### config.mk
export PLATFORM = sky130hd
export DESIGN_NAME = mp_add_seq
export DESIGN_NICKNAME = d
export VERILOG_FILES = /design/src/rtl/mp_add_pkg.sv /design/src/rtl/mp_add_seq_adder8.sv /design/src/rtl/mp_add_seq.sv
export SDC_FILE = /design/constraint.sdc
export NUM_CORES = 1
export LEC_CHECK = 0
export ABC_AREA = 1
export CAP_MARGIN = 20
export CORE_MARGIN = 8
export CORE_UTILIZATION = 57
export DETAILED_ROUTE_END_ITERATION = 16
export GPL_TIMING_DRIVEN = 1
export PLACE_DENSITY = 0.94
export SYNTH_ARGS = -nofsm -noshare
export SYNTH_HDL_FRONTEND = slang
export SYNTH_HIERARCHICAL = 1
export SYNTH_SLANG_ARGS = --single-unit
export TNS_END_PERCENT = 20
### constraint.sdc
create_clock -name clk -period 11.5 [get_ports clk]
set_clock_uncertainty 0.1 [all_clocks]
set_input_delay 3.45 -clock clk [delete_from_list [all_inputs] [get_ports clk]]
set_output_delay 3.45 -clock clk [all_outputs]
set_load 0.005 [all_outputs]
### src/rtl/mp_add_pkg.sv
// Shared definitions for the multi-precision add/subtract sequencer.
// Holds the FSM encoding and the limb width.
package mp_add_pkg;
    localparam int LIMB_W = 8;

    typedef enum logic [1:0] {
        ST_IDLE = 2'd0,
        ST_RUN  = 2'd1,
        ST_DONE = 2'd2
    } state_e;
endpackage

### src/rtl/mp_add_seq_adder8.sv
// 8-bit ripple-carry adder shared by every limb of the sequencer.
// Purely combinational.
module Adder8 (
    input  logic [7:0] A,
    input  logic [7:0] B,
    input  logic       Cin,
    output logic [7:0] S,
    output logic       Cout
);
    always_comb begin
        logic c;
        c = Cin;
        S = '0;
        for (int i = 0; i < 8; i++) begin
            S[i] = A[i] ^ B[i] ^ c;
            c    = (A[i] & B[i]) | (c & (A[i] ^ B[i]));
        end
        Cout = c;
    end
endmodule

### src/rtl/mp_add_seq.sv
// Multi-precision add/subtract: latches WORDS-limb operands on start and
// pushes one limb per clock through a single shared 8-bit adder, LS limb first.
module mp_add_seq
    import mp_add_pkg::*;
#(
    parameter  int WORDS = 4,
    localparam int W     = LIMB_W * WORDS
) (
    input  logic         clk,
    input  logic         rst,
    input  logic         start,
    input  logic         op_sub,
    input  logic [W-1:0] a,
    input  logic [W-1:0] b,
    input  logic         cin,
    output logic         busy,
    output logic         done,
    output logic [W-1:0] sum,
    output logic         cout
);
    localparam int IW = (WORDS > 1) ? $clog2(WORDS) : 1;

    state_e         state_q;
    logic [W-1:0]   a_q, b_q, acc_q, sum_q;
    logic           c_q, cout_q;
    logic [IW-1:0]  idx_q;

    logic [LIMB_W-1:0] s_limb;
    logic              c_limb;
    logic [W-1:0]      acc_d;

    Adder8 u_add (
        .A    (a_q[LIMB_W-1:0]),
        .B    (b_q[LIMB_W-1:0]),
        .Cin  (c_q),
        .S    (s_limb),
        .Cout (c_limb)
    );

    // New limb enters at the top so after WORDS shifts the LS limb sits at bit 0.
    assign acc_d = (acc_q >> LIMB_W) | (W'(s_limb) << (W - LIMB_W));

    always_ff @(posedge clk) begin
        if (rst) begin
            state_q <= ST_IDLE;
            a_q     <= '0;
            b_q     <= '0;
            c_q     <= 1'b0;
            idx_q   <= '0;
            acc_q   <= '0;
            sum_q   <= '0;
            cout_q  <= 1'b0;
        end else begin
            case (state_q)
                ST_IDLE: begin
                    if (start) begin
                        // Subtract as A + ~B + ~borrow_in.
                        a_q     <= a;
                        b_q     <= op_sub ? ~b : b;
                        c_q     <= cin ^ op_sub;
                        idx_q   <= '0;
                        state_q <= ST_RUN;
                    end
                end
                ST_RUN: begin
                    acc_q <= acc_d;
                    a_q   <= a_q >> LIMB_W;
                    b_q   <= b_q >> LIMB_W;
                    c_q   <= c_limb;
                    idx_q <= idx_q + IW'(1);
                    if (idx_q == IW'(WORDS - 1)) begin
                        sum_q   <= acc_d;
                        cout_q  <= c_limb;
                        state_q <= ST_DONE;
                    end
                end
                ST_DONE: state_q <= ST_IDLE;
                default: state_q <= ST_IDLE;
            endcase
        end
    end

    assign busy = (state_q == ST_RUN) || (state_q == ST_DONE);
    assign done = (state_q == ST_DONE);
    assign sum  = sum_q;
    assign cout = cout_q;
endmodule

* Word-level counts from Yosys, hierarchy flattened *
Index checks and enable logic that the tools add are counted.

word-level totals
  register bits after elaboration = 134
  output and inout port bits = 35

operators by class
  add/sub/neg operators = 1
  equal/unequal tests = 5
  multiplexer cells = 12
  bitwise gates (word level) = 43
  reductions and logical operators = 6

operators by type and width
  cell                                           number
  case mux 32 bit (2 select lines)               2
  two-way mux 32 bit                             3
  NOT 32 bit                                     1
  bitwise OR 24 x 32 -> 32 bit                   1
  XOR 1 bit                                      17
  bitwise AND 1 bit                              16
  bitwise OR 1 bit                               8
  case mux 2 bit (2 select lines)                2
  two-way mux 2 bit                              3
  AND reduction 2 bit                            3
  == test 2 bit, second input constant           2
  != test 2 bit, second input constant           2
  adder 2 x 1 -> 2 bit, second input constant    1
  == test 2 x 1 -> 1 bit, second input constant  1
  zero test 2 bit                                1
  case mux 1 bit (2 select lines)                1
  nonzero test 2 bit                             1
  logical OR 1 bit                               1
  two-way mux 1 bit                              1

* Depth between registers and ports, before layout *
Gate-level depths: netlist of run 1.

  word-level depth = 18
  gate-level depth with buffers = 16
  mapped depth without buffers = 16

* Cells and area by module *
Netlist of run 1, hierarchy kept.

modules (own cells, without submodules)
  module      instances  cells each  area an instance (µm²)
  mp_add_seq  1          846         5,531.6
  Adder8      1          18          197.7

* Worst setup path after synthesis of run 1 *
No wires, ideal clock.

  kind = flip-flop to output port
  start point = reg state_q[0]
  end point = out busy
  arrival time = 0.693 ns
  data required time = 7.950 ns
  path slack = 7.257 ns
  cell stages (with the launch flop) = 3
  path buffers = 0
  cell sequence = dfxtp_1 > inv_1 > ha_1

between the ends
  longest elaborated chain between the ends = 2
  elaborated cells on any way between the ends = 3
  those cells by class = eq/ne: 2; reduce/logical: 1

RTL lines
  what                                                     line              RTL
  start, declared                                          mp_add_seq.sv:23  state_e state_q;
  start signal, assigned                                   mp_add_seq.sv:45  state_q <= ST_IDLE;
  start signal, assigned                                   mp_add_seq.sv:62  state_q <= ST_RUN;
  start signal, assigned                                   mp_add_seq.sv:74  state_q <= ST_DONE;
  == test 2 x 1 -> 1 bit or == test 2 bit (tied branches)  mp_add_seq.sv:83  assign busy = (state_q == ST_RUN) || (state_q == ST_DONE);
  logical OR 1 bit *                                       mp_add_seq.sv:83
  end, declared                                            mp_add_seq.sv:16  output logic busy,

Mark *: on every way between the ends. The rest lies on a longest branch, timed or not.

* Worst setup path after layout of run 1 *
  start point = reg state_q[1]
  end point = out busy

The elaborated chain is that of the path after synthesis.

==> run_results.csv, run 1 <==
group,metric,value,unit
route,drtIter0Drc,476,
worst_setup_path,start_kind,"flop",
synth,async_reset_ff_share,0,%
power,pwr-share-comb,18.8,%
worst_hold_path,min_path_type,"reg2reg",
sta,hold_violations,0,
synth,yosysWarningCount,6,
worst_setup_path,crit_fanout,3,
sta,rsz0062_at_grt,"false",
route,antenna_left,0,
route,viasPerCell,5.114,
power,power_density,179.0,mW/mm²
layout,fin_area,0.007249,mm²
sta,max_slew.worst_pin.slew,1039,ps
global_routing,grt_start_max_net_pins,116,
synth,ys_ff_latch,126,
layout,final_util,74.17,%
clock_network,cts-buffers-inserted,17,
sta,fmax,187.8,MHz
global_routing,grt_usage,22.26,%
layout,fillers,749,
place,place.gp.congestion,0.7964,
worst_setup_path,cp-end-kind,"output pin",
route,drc,0,
worst_setup_path,cp_cell_sequence,"inv_1 -> ha_1 -> clkdlybuf4s50_1",
clock_network,clk_pin_slew,60,ps
power,p_total,1297,µW
synth,synth_cell_types,19,
synth,yosys.area.top_type,"dfxtp_1",
clock_network,cts_tree,"done",
synth,synth-edff-count,0,
worst_setup_path,cp_slowest_cell,"clkdlybuf4s50_1",
sta,slew_viol_final,0,
place,place_area,0.006663,mm²
clock_network,clock_tree.root_cell,"clkbuf_8",
route,avgRoutedWirePerCell,13.41,µm
floorplan,die_w,116.3,µm
worst_setup_path,critPathRequiredTime,7950,ps
worst_setup_path,criticalPathCategory,"reg2out",
layout,drive_gt1_share,4.228,%
worst_setup_path,regToRegSetupSlack,7490,ps
synth,yosysSeqAreaShare,44.03,%
clock_network,cts_sinks,126,
floorplan,dieHeight,116.3,µm
place,port_buffers,103,
place,dp_hpwl,9213,µm
sta,max_slew_margin,30.74,%
clock_network,post_cts_buffers,0,
sta,fin_tns_setup,0,ps
run,drv_cap,0,
synth,synthFlopType,"dfxtp_1",
clock_network,clk_path_buf_depth,2,
synth,synthCells,864,
status,outcome,"finished clean",
worst_setup_path,worstRegToRegCells,14,
global_routing,grt_pass1_wl,23980,µm
layout,num-nets-final,1015,
synth,avgSynthCellArea,6.631,µm²
floorplan,row_count,36,
sta,fin_crit,5323,ps
route,drtPass1Iterations,8,
synth,yosys-top-cells-area,"dfxtp_1, nor2_1, nand2_1",
global_routing,grt-ovfl-total,0,
route,wl,14470,µm
worst_setup_path,worstReg2RegEnd,"sum[31]",
clock_network,htree_num_levels,4,
power,p_sw,389.0,µW
worst_setup_path,crit_start,"state_q[1]",
sta,fin_crit_sh,46.29,%
power,clockPowerShare,41.2,%
global_routing,grt_pass1_vias,5274,
floorplan,io_pins,104,
floorplan,die-area,0.01352,mm²
clock_network,ctsHoldBuffers,0,
synth,synth_top_area_share,44.03,%
sta,setup_viol,0,
power,swShare,29.99,%
synth,yosysMostFrequentCell,"nor2_1",
route,vias,5518,
synth,netlist_area,0.005729,mm²
worst_setup_path,timing.rr.start,"a_q[0]",
layout,insertedDiodeCount,0,
power,leakagePower,0.003304,µW
floorplan,start_util,58.61,%
sta,timing.hold.ws,360.6,ps
worst_setup_path,worstPathArrival,1770,ps
clock_network,ctsResizeCount,0,
layout,syn_to_final_growth,26.53,%
synth,syn-num-nets,946,
worst_setup_path,slowest_delay,510,ps
worst_setup_path,crit_path_end,"busy",
clock_network,clock_latency,530,ps
power,p_int,908.3,µW
power,ir_drop,0.1088,mV
power,seqPwrFrac,40.1,%
global_routing,antenna_found_initial,0,
floorplan,core,0.009774,mm²
synth,synthTopCellsByCount,"nor2_1, nand2_1, dfxtp_1, o21ai_0, inv_1",
worst_hold_path,hp-start,"a_q[26]",
==> layer usage <==
layer	routed length, µm	track usage [%]	vias up
met3	761	5.429	36
met5	0	0	-
met4	380	9.767	0
met2	7434	39.56	149
met1	5890	24.72	2518
li1	-	-	2815
==> critical path: cells and delay by family, from the launching register on <==
family / cells / cell delay (ps)
buffers and inverters: 2 / 610
flip-flops: 1 / 360
adder cells (fa/ha/maj): 1 / 280
==> power by group through the flow <==
| stage | combinational, µW | sequential [µW] | clock, µW |
|---|---|---|---|
| after floorplan | 180 | 517 | 0 |
| after global placement | 230 | 525 | 0 |
| after detailed placement | 236 | 527 | 0 |
| after CTS | 243 | 519 | 533 |
| after global routing | 279 | 525 | 558 |
| final | 244 | 520 | 534 |
==> state kept, by name, summed over array words and instances (netlist names) <==
name     count
idx_q        2
c_q          1
b_q         32
acc_q       24
sum         32
cout         1
state_q      2
a_q         32
==> cell type report <==
cell class / instances / area [µm²] / area share [%]
clock buffer: 19 / 421.7 / 5.816
clock inverter: 13 / 165.2 / 2.278
inverter: 41 / 153.9 / 2.123
multi-input combinational: 643 / 2786 / 38.44
sequential: 126 / 2522 / 34.79
tap: 133 / 166.4 / 2.295
timing repair buffer: 104 / 1033 / 14.26
==> kinds of logic after synthesis <==
| family | count (synthesis) | synth area share, % |
|---|---|---|
| simple gates | 503 | 33.61 |
| fa+ha+maj | 13 | 3.887 |
| compound gates | 127 | 11.09 |
| buf+inv | 95 | 7.381 |
| flops | 126 | 44.03 |
==> placed cells by master (no fill, tap or decap) <==
cell	n
fa_1	8
clkbuf_1	2
clkinvlp_4	1
clkinv_1	1
nand2_4	1
a21oi_1	12
dfxtp_1	126
clkbuf_16	16
ha_2	1
nor2_1	267
bufinv_16	3
clkinv_4	4
inv_6	2
inv_1	36
o21ai_0	99
ha_1	4
clkdlybuf4s50_1	102
clkbuf_8	1
buf_4	1
nand2_1	213
clkinv_2	3
inv_2	4
nand3_1	20
nand2_2	2
o21ai_1	16
buf_2	1
==> how the worst min path moves through the flow <==
| stage | cells past startpoint | endpoint | slack [ps] |
|---|---|---|---|
| after floorplan | 2 | a_q[30] | 330 |
| after global placement | 2 | a_q[26] | 350 |
| after detailed placement | 2 | a_q[26] | 350 |
| after CTS | 2 | a_q[26] | 360 |
| after global routing | 2 | a_q[31] | 390 |
| final | 2 | a_q[26] | 360 |
==> metrics by stage <==
stage	worst slack, ps	cells
after floorplan	7257	864
after global routing	6076	1079
final	6177	1079
after CTS	6171	1079
after detailed placement	5918	1047
after global placement	5914	1047
Note: power is estimated with default switching activity, not from simulation.
==> inputs of run 2 (changes only) <==
Settings changed: CORE_UTILIZATION 57 to 53, PLACE_DENSITY 0.94 to 0.89.
Clock period 11.5 ns to 5.1 ns, I/O delays scaled along.
==> run 2 against run 1 <==
Register-to-register slack lost 6300 ps. Sequential share of layout area shrank 0.18 points. Final cell count grew 0.65%. Power grew 130%. Die area grew 6.5%. Global-route usage shrank 2.8 points. Wire length shrank 4.1%. Flip-flop and latch count is the same. Via count grew 0.14%.
==> run_results.csv, run 2 (synthesized netlist as in run 1, its figures left out) <==
group,metric,value,unit
status,outcome,"finished clean",
clock_network,clk_path_buf_depth,2,
sta,fmax,255.9,MHz
clock_network,clock_latency,520,ps
sta,fin_crit_sh,76.62,%
clock_network,htree_num_levels,4,
sta,setup_viol,0,
global_routing,grt_pass1_vias,5073,
place,dp_hpwl,8956,µm
sta,fin_crit,3908,ps
clock_network,clock_tree.root_cell,"clkbuf_8",
route,vias,5526,
place,place.gp.congestion,0.8307,
worst_setup_path,crit_fanout,2,
global_routing,grt_pass1_wl,22850,µm
sta,slew_viol_final,0,
global_routing,grt_start_max_net_pins,70,
clock_network,cts_sinks,126,
route,viasPerCell,5.088,
global_routing,grt_usage,19.42,%
worst_setup_path,criticalPathCategory,"reg2reg",
layout,drive_gt1_share,3.911,%
floorplan,die-area,0.01439,mm²
route,drtIter0Drc,518,
worst_hold_path,min_path_type,"reg2reg",
clock_network,post_cts_buffers,0,
route,drc,0,
layout,insertedDiodeCount,0,
clock_network,clk_pin_slew,60,ps
sta,hold_violations,0,
worst_setup_path,cp_cell_sequence,"fa_1 -> inv_1 -> fa_1 -> inv_1 -> fa_1 -> fa_1 -> fa_1 -> fa_1 -> fa_1 -> inv_1 -> fa_1 -> inv_1 -> o21ai_0 -> nor2_1",
clock_network,ctsResizeCount,0,
power,power_density,402.4,mW/mm²
floorplan,dieHeight,120.0,µm
floorplan,io_pins,104,
sta,timing.hold.ws,359.8,ps
global_routing,grt-ovfl-total,0,
worst_setup_path,worst-path-buf-inv,4,
worst_setup_path,crit_start,"a_q[0]",
place,port_buffers,103,
route,drtPass1Iterations,6,
worst_setup_path,worstPathArrival,4260,ps
floorplan,start_util,53.56,%
worst_setup_path,slowest_delay,410,ps
power,ir_drop,0.2597,mV
floorplan,row_count,38,
route,wl,13880,µm
power,leakagePower,0.003319,µW
sta,max_slew.worst_pin.slew,1001,ps
global_routing,antenna_found_initial,0,
floorplan,die_w,120.0,µm
layout,num-nets-final,1016,
worst_setup_path,cp_slowest_cell,"fa_1",
layout,syn_to_final_growth,27.19,%
layout,final_common_cell,"nor2_1",
layout,final_util,68.12,%
route,avgRoutedWirePerCell,12.78,µm
worst_setup_path,critical_path.top_delay_family,"adder cells",
sta,rsz0062_at_grt,"false",
worst_hold_path,hp-start,"a_q[26]",
place,place_ws,1250,ps
worst_setup_path,start_kind,"flop",
worst_setup_path,cp-end-kind,"flop",
layout,fillers,900,
sta,max_slew_margin,33.19,%
sta,postLayoutSetupSlackWorst,1192,ps
layout,layout_common_cells,"nor2_1, nand2_1, dfxtp_1",
sta,fin_tns_setup,0,ps
route,antenna_left,0,
clock_network,cts-buffers-inserted,17,
worst_setup_path,timing.rr.start,"a_q[0]",
run,drv_cap,0,
worst_setup_path,critPathRequiredTime,5460,ps
worst_setup_path,crit_path_frequent_cell,"fa_1",
floorplan,core,0.01070,mm²
clock_network,cts_tree,"done",
clock_network,ctsHoldBuffers,0,
run 2: final timing paths:
path | end | slack, ps | depth (start not counted)
worst min register to register | a_q[26] | 360 | 2
worst max-delay path | sum[31] | 1190 | 14
worst max register to register | sum[31] | 1190 | 14
worst min-delay path | a_q[26] | 360 | 2
run 2: worst reg2reg max path, cell delays in order, from the launching register on:
cell and delay, ps:
dfxtp_1 320, fa_1 410, inv_1 70, fa_1 150, inv_1 50, fa_1 390, fa_1 400, fa_1 410
fa_1 410, fa_1 370, inv_1 80, fa_1 410, inv_1 80, o21ai_0 90, nor2_1 100
run 2: power breakdown:
part	internal (µW)	leakage [µW]	total [µW]	switching, µW
clock network	814	0.000293	1220	404
registers	1100	0.00103	1170	69.7
logic	202	0.00199	544	342
run 2: area by class of cell:
| class | count | area (µm²) | area share [%] |
|---|---|---|---|
| well taps | 140 | 175.2 | 2.404 |
| flip-flops and latches | 126 | 2522 | 34.62 |
| clock buffers | 24 | 460.4 | 6.319 |
| clock inverters | 7 | 135.1 | 1.854 |
| repair buffers | 105 | 1054 | 14.46 |
| inverters | 41 | 153.9 | 2.112 |
| multi-input cells | 643 | 2786 | 38.24 |
run 2: per-stage QoR:
stage / instances / instance area (µm²) / total power [µW]
after floorplan: 864 / 5729 / 1572
after global placement: 1055 / 6691 / 1703
after detailed placement: 1055 / 6691 / 1716
after CTS: 1086 / 7287 / 2935
after global routing: 1086 / 7287 / 3087
final: 1086 / 7287 / 2932
run 2: layer usage:
| metal | track usage [%] | vias to the layer above | wire length [µm] |
|---|---|---|---|
| li1 | - | 2818 | - |
| met5 | 0 | - | 0 |
| met1 | 20.86 | 2507 | 5428 |
| met2 | 35.03 | 169 | 7104 |
| met3 | 4.838 | 32 | 952 |
| met4 | 9.212 | 0 | 395 |
==> inputs of run 3 (changes only) <==
Clock period 5.1 ns to 3.9 ns, I/O delays scaled along.
==> run 3 against run 2 <==
Via count hardly changed. Fmax up 4.4%. Cell area increased by 0.58%. Combinational power rose by 33%. Sequential power up 31%. Wire length is 1.6% higher. Flip-flop and latch count stayed put. Utilization rose by 0.40 points. Power grew 29%. Critical path depth is the same. Non-clock buffer count grew 5.
==> run_results.csv, run 3 (synthesized netlist as in run 1, its figures left out) <==
group,metric,value,unit
clock_network,clock_latency,510,ps
sta,setup_viol,0,
floorplan,row_count,38,
layout,insertedDiodeCount,0,
clock_network,ctsResizeCount,0,
worst_setup_path,cp.depth,14,
route,drtPass1Iterations,5,
sta,max_slew.worst_pin.slew,1021,ps
worst_setup_path,worstRegToRegCells,14,
clock_network,cts_sinks,126,
worst_setup_path,timing.rr.start,"a_q[0]",
worst_setup_path,crit_path_end,"sum[31]",
layout,syn_to_final_growth,27.93,%
floorplan,io_pins,104,
sta,fin_tns_setup,0,ps
layout,num-nets-final,1021,
worst_hold_path,min_path_type,"reg2reg",
run,drv_cap,0,
place,place.gp.congestion,0.8424,
worst_setup_path,critical_path.top_delay_family,"adder cells",
layout,drive_gt1_share,5.357,%
floorplan,die-area,0.01439,mm²
clock_network,ctsHoldBuffers,0,
place,port_buffers,103,
worst_setup_path,worstPathArrival,4090,ps
sta,rsz0062_at_grt,"false",
sta,fmax,267.1,MHz
clock_network,htree_num_levels,4,
sta,fin_crit,3743,ps
worst_setup_path,cp_slowest_cell,"fa_1",
worst_setup_path,worstReg2RegEnd,"sum[31]",
clock_network,clock_tree.root_cell,"clkbuf_8",
power,p_total,3796,µW
worst_setup_path,cp_cell_sequence,"fa_1 -> inv_1 -> fa_1 -> inv_1 -> fa_2 -> fa_2 -> fa_2 -> fa_2 -> fa_1 -> inv_1 -> fa_1 -> inv_1 -> o21ai_0 -> nor2_1",
global_routing,use_met1,22.35,%
worst_setup_path,cp-end-kind,"flop",
route,drtIter0Drc,466,
worst_setup_path,criticalPathCategory,"reg2reg",
clock_network,cts-buffers-inserted,17,
worst_setup_path,regToRegSetupSlack,160,ps
power,ir_drop,0.2990,mV
route,vias,5529,
sta,max_slew_margin,31.87,%
floorplan,dieHeight,120.0,µm
layout,fillers,859,
power,leakagePower,0.003326,µW
worst_setup_path,worst-path-buf-inv,4,
sta,fin_crit_sh,95.98,%
power,power_density,517.9,mW/mm²
global_routing,grt_util_met2,34.96,%
route,drc,0,
floorplan,start_util,53.56,%
layout,final_common_cell,"nor2_1",
floorplan,core,0.01070,mm²
route,wl,14100,µm
global_routing,top_usage_layer,"met2",
layout,layout_common_cells,"nor2_1, nand2_1, dfxtp_1",
route,avgRoutedWirePerCell,12.91,µm
floorplan,die_w,120.0,µm
place,dp_hpwl,9086,µm
sta,slew_viol_final,0,
sta,hold_violations,0,
route,viasPerCell,5.063,
global_routing,grt_usage,19.49,%
status,outcome,"finished clean",
clock_network,post_cts_buffers,0,
global_routing,antenna_found_initial,0,
worst_setup_path,crit_fanout,2,
global_routing,grt_pass1_vias,5243,
clock_network,clk_path_buf_depth,2,
clock_network,clk_pin_slew,60,ps
global_routing,grt_start_max_net_pins,116,
worst_setup_path,critPathRequiredTime,4250,ps
worst_setup_path,crit_start,"a_q[0]",
global_routing,grt_pass1_wl,23270,µm
worst_setup_path,start_kind,"flop",
clock_network,cts_tree,"done",
route,antenna_left,0,
global_routing,grtUsageMet3,4.556,%
worst_setup_path,slowest_delay,430,ps
global_routing,grt-ovfl-total,0,
## run 3: through the flow
step | utilization (%) | std cells | setup slack, ps | area, µm² | hold WS (ps)
global route | 68.51 | 1092 | 42.25 | 7330 | 387.1
floorplan | - | 864 | 234.8 | 5729 | 333.4
CTS | 68.42 | 1092 | 8.596 | 7320 | 364.7
detailed placement | 62.90 | 1060 | 46.17 | 6729 | 355.0
global placement | 62.90 | 1060 | 125.2 | 6729 | 350.1
finish | 68.51 | 1092 | 156.7 | 7330 | 363.7
## run 3: cell type report
type / count / area, µm² / area share [%]
multi-input cells: 643 / 2796 / 38.15
flip-flops and latches: 126 / 2522 / 34.41
repair buffers: 110 / 1091 / 14.89
clock buffers: 21 / 459.2 / 6.265
well taps: 140 / 175.2 / 2.390
inverters: 41 / 153.9 / 2.100
clock inverters: 11 / 131.4 / 1.792
## run 3: power breakdown
part / leakage (µW) / switching (µW) / internal, µW
sequential: 0.00103 / 89.5 / 1440
combinational: 0.00201 / 456 / 270
clock: 0.000282 / 575 / 967
total: 0.00333 / 1120 / 2680
## run 3: layer usage
layer	wire length, µm	share of wire, %
met1	5871	42
met2	7223	51
met3	763	5.4
met4	244	1.7
met5	0	0
## run 3: worst min path at each step
stage                       start  endpoint  slack (ps)  depth (start not counted)
after floorplan           a_q[30]   a_q[30]         330                          2
after global placement    a_q[24]   a_q[24]         350                          2
after detailed placement  a_q[25]   a_q[25]         350                          2
after CTS                 a_q[25]   a_q[25]         360                          2
after global routing      a_q[27]   a_q[27]         390                          2
final                     a_q[25]   a_q[25]         360                          2
## run 3: tightest hold or removal path, delay by kind of cell, from the launching register on
family / cells / cell delay, ps
and+or+nand+nor: 1 / 60
AOI/OAI and AO/OA: 1 / 50
DFF: 1 / 310
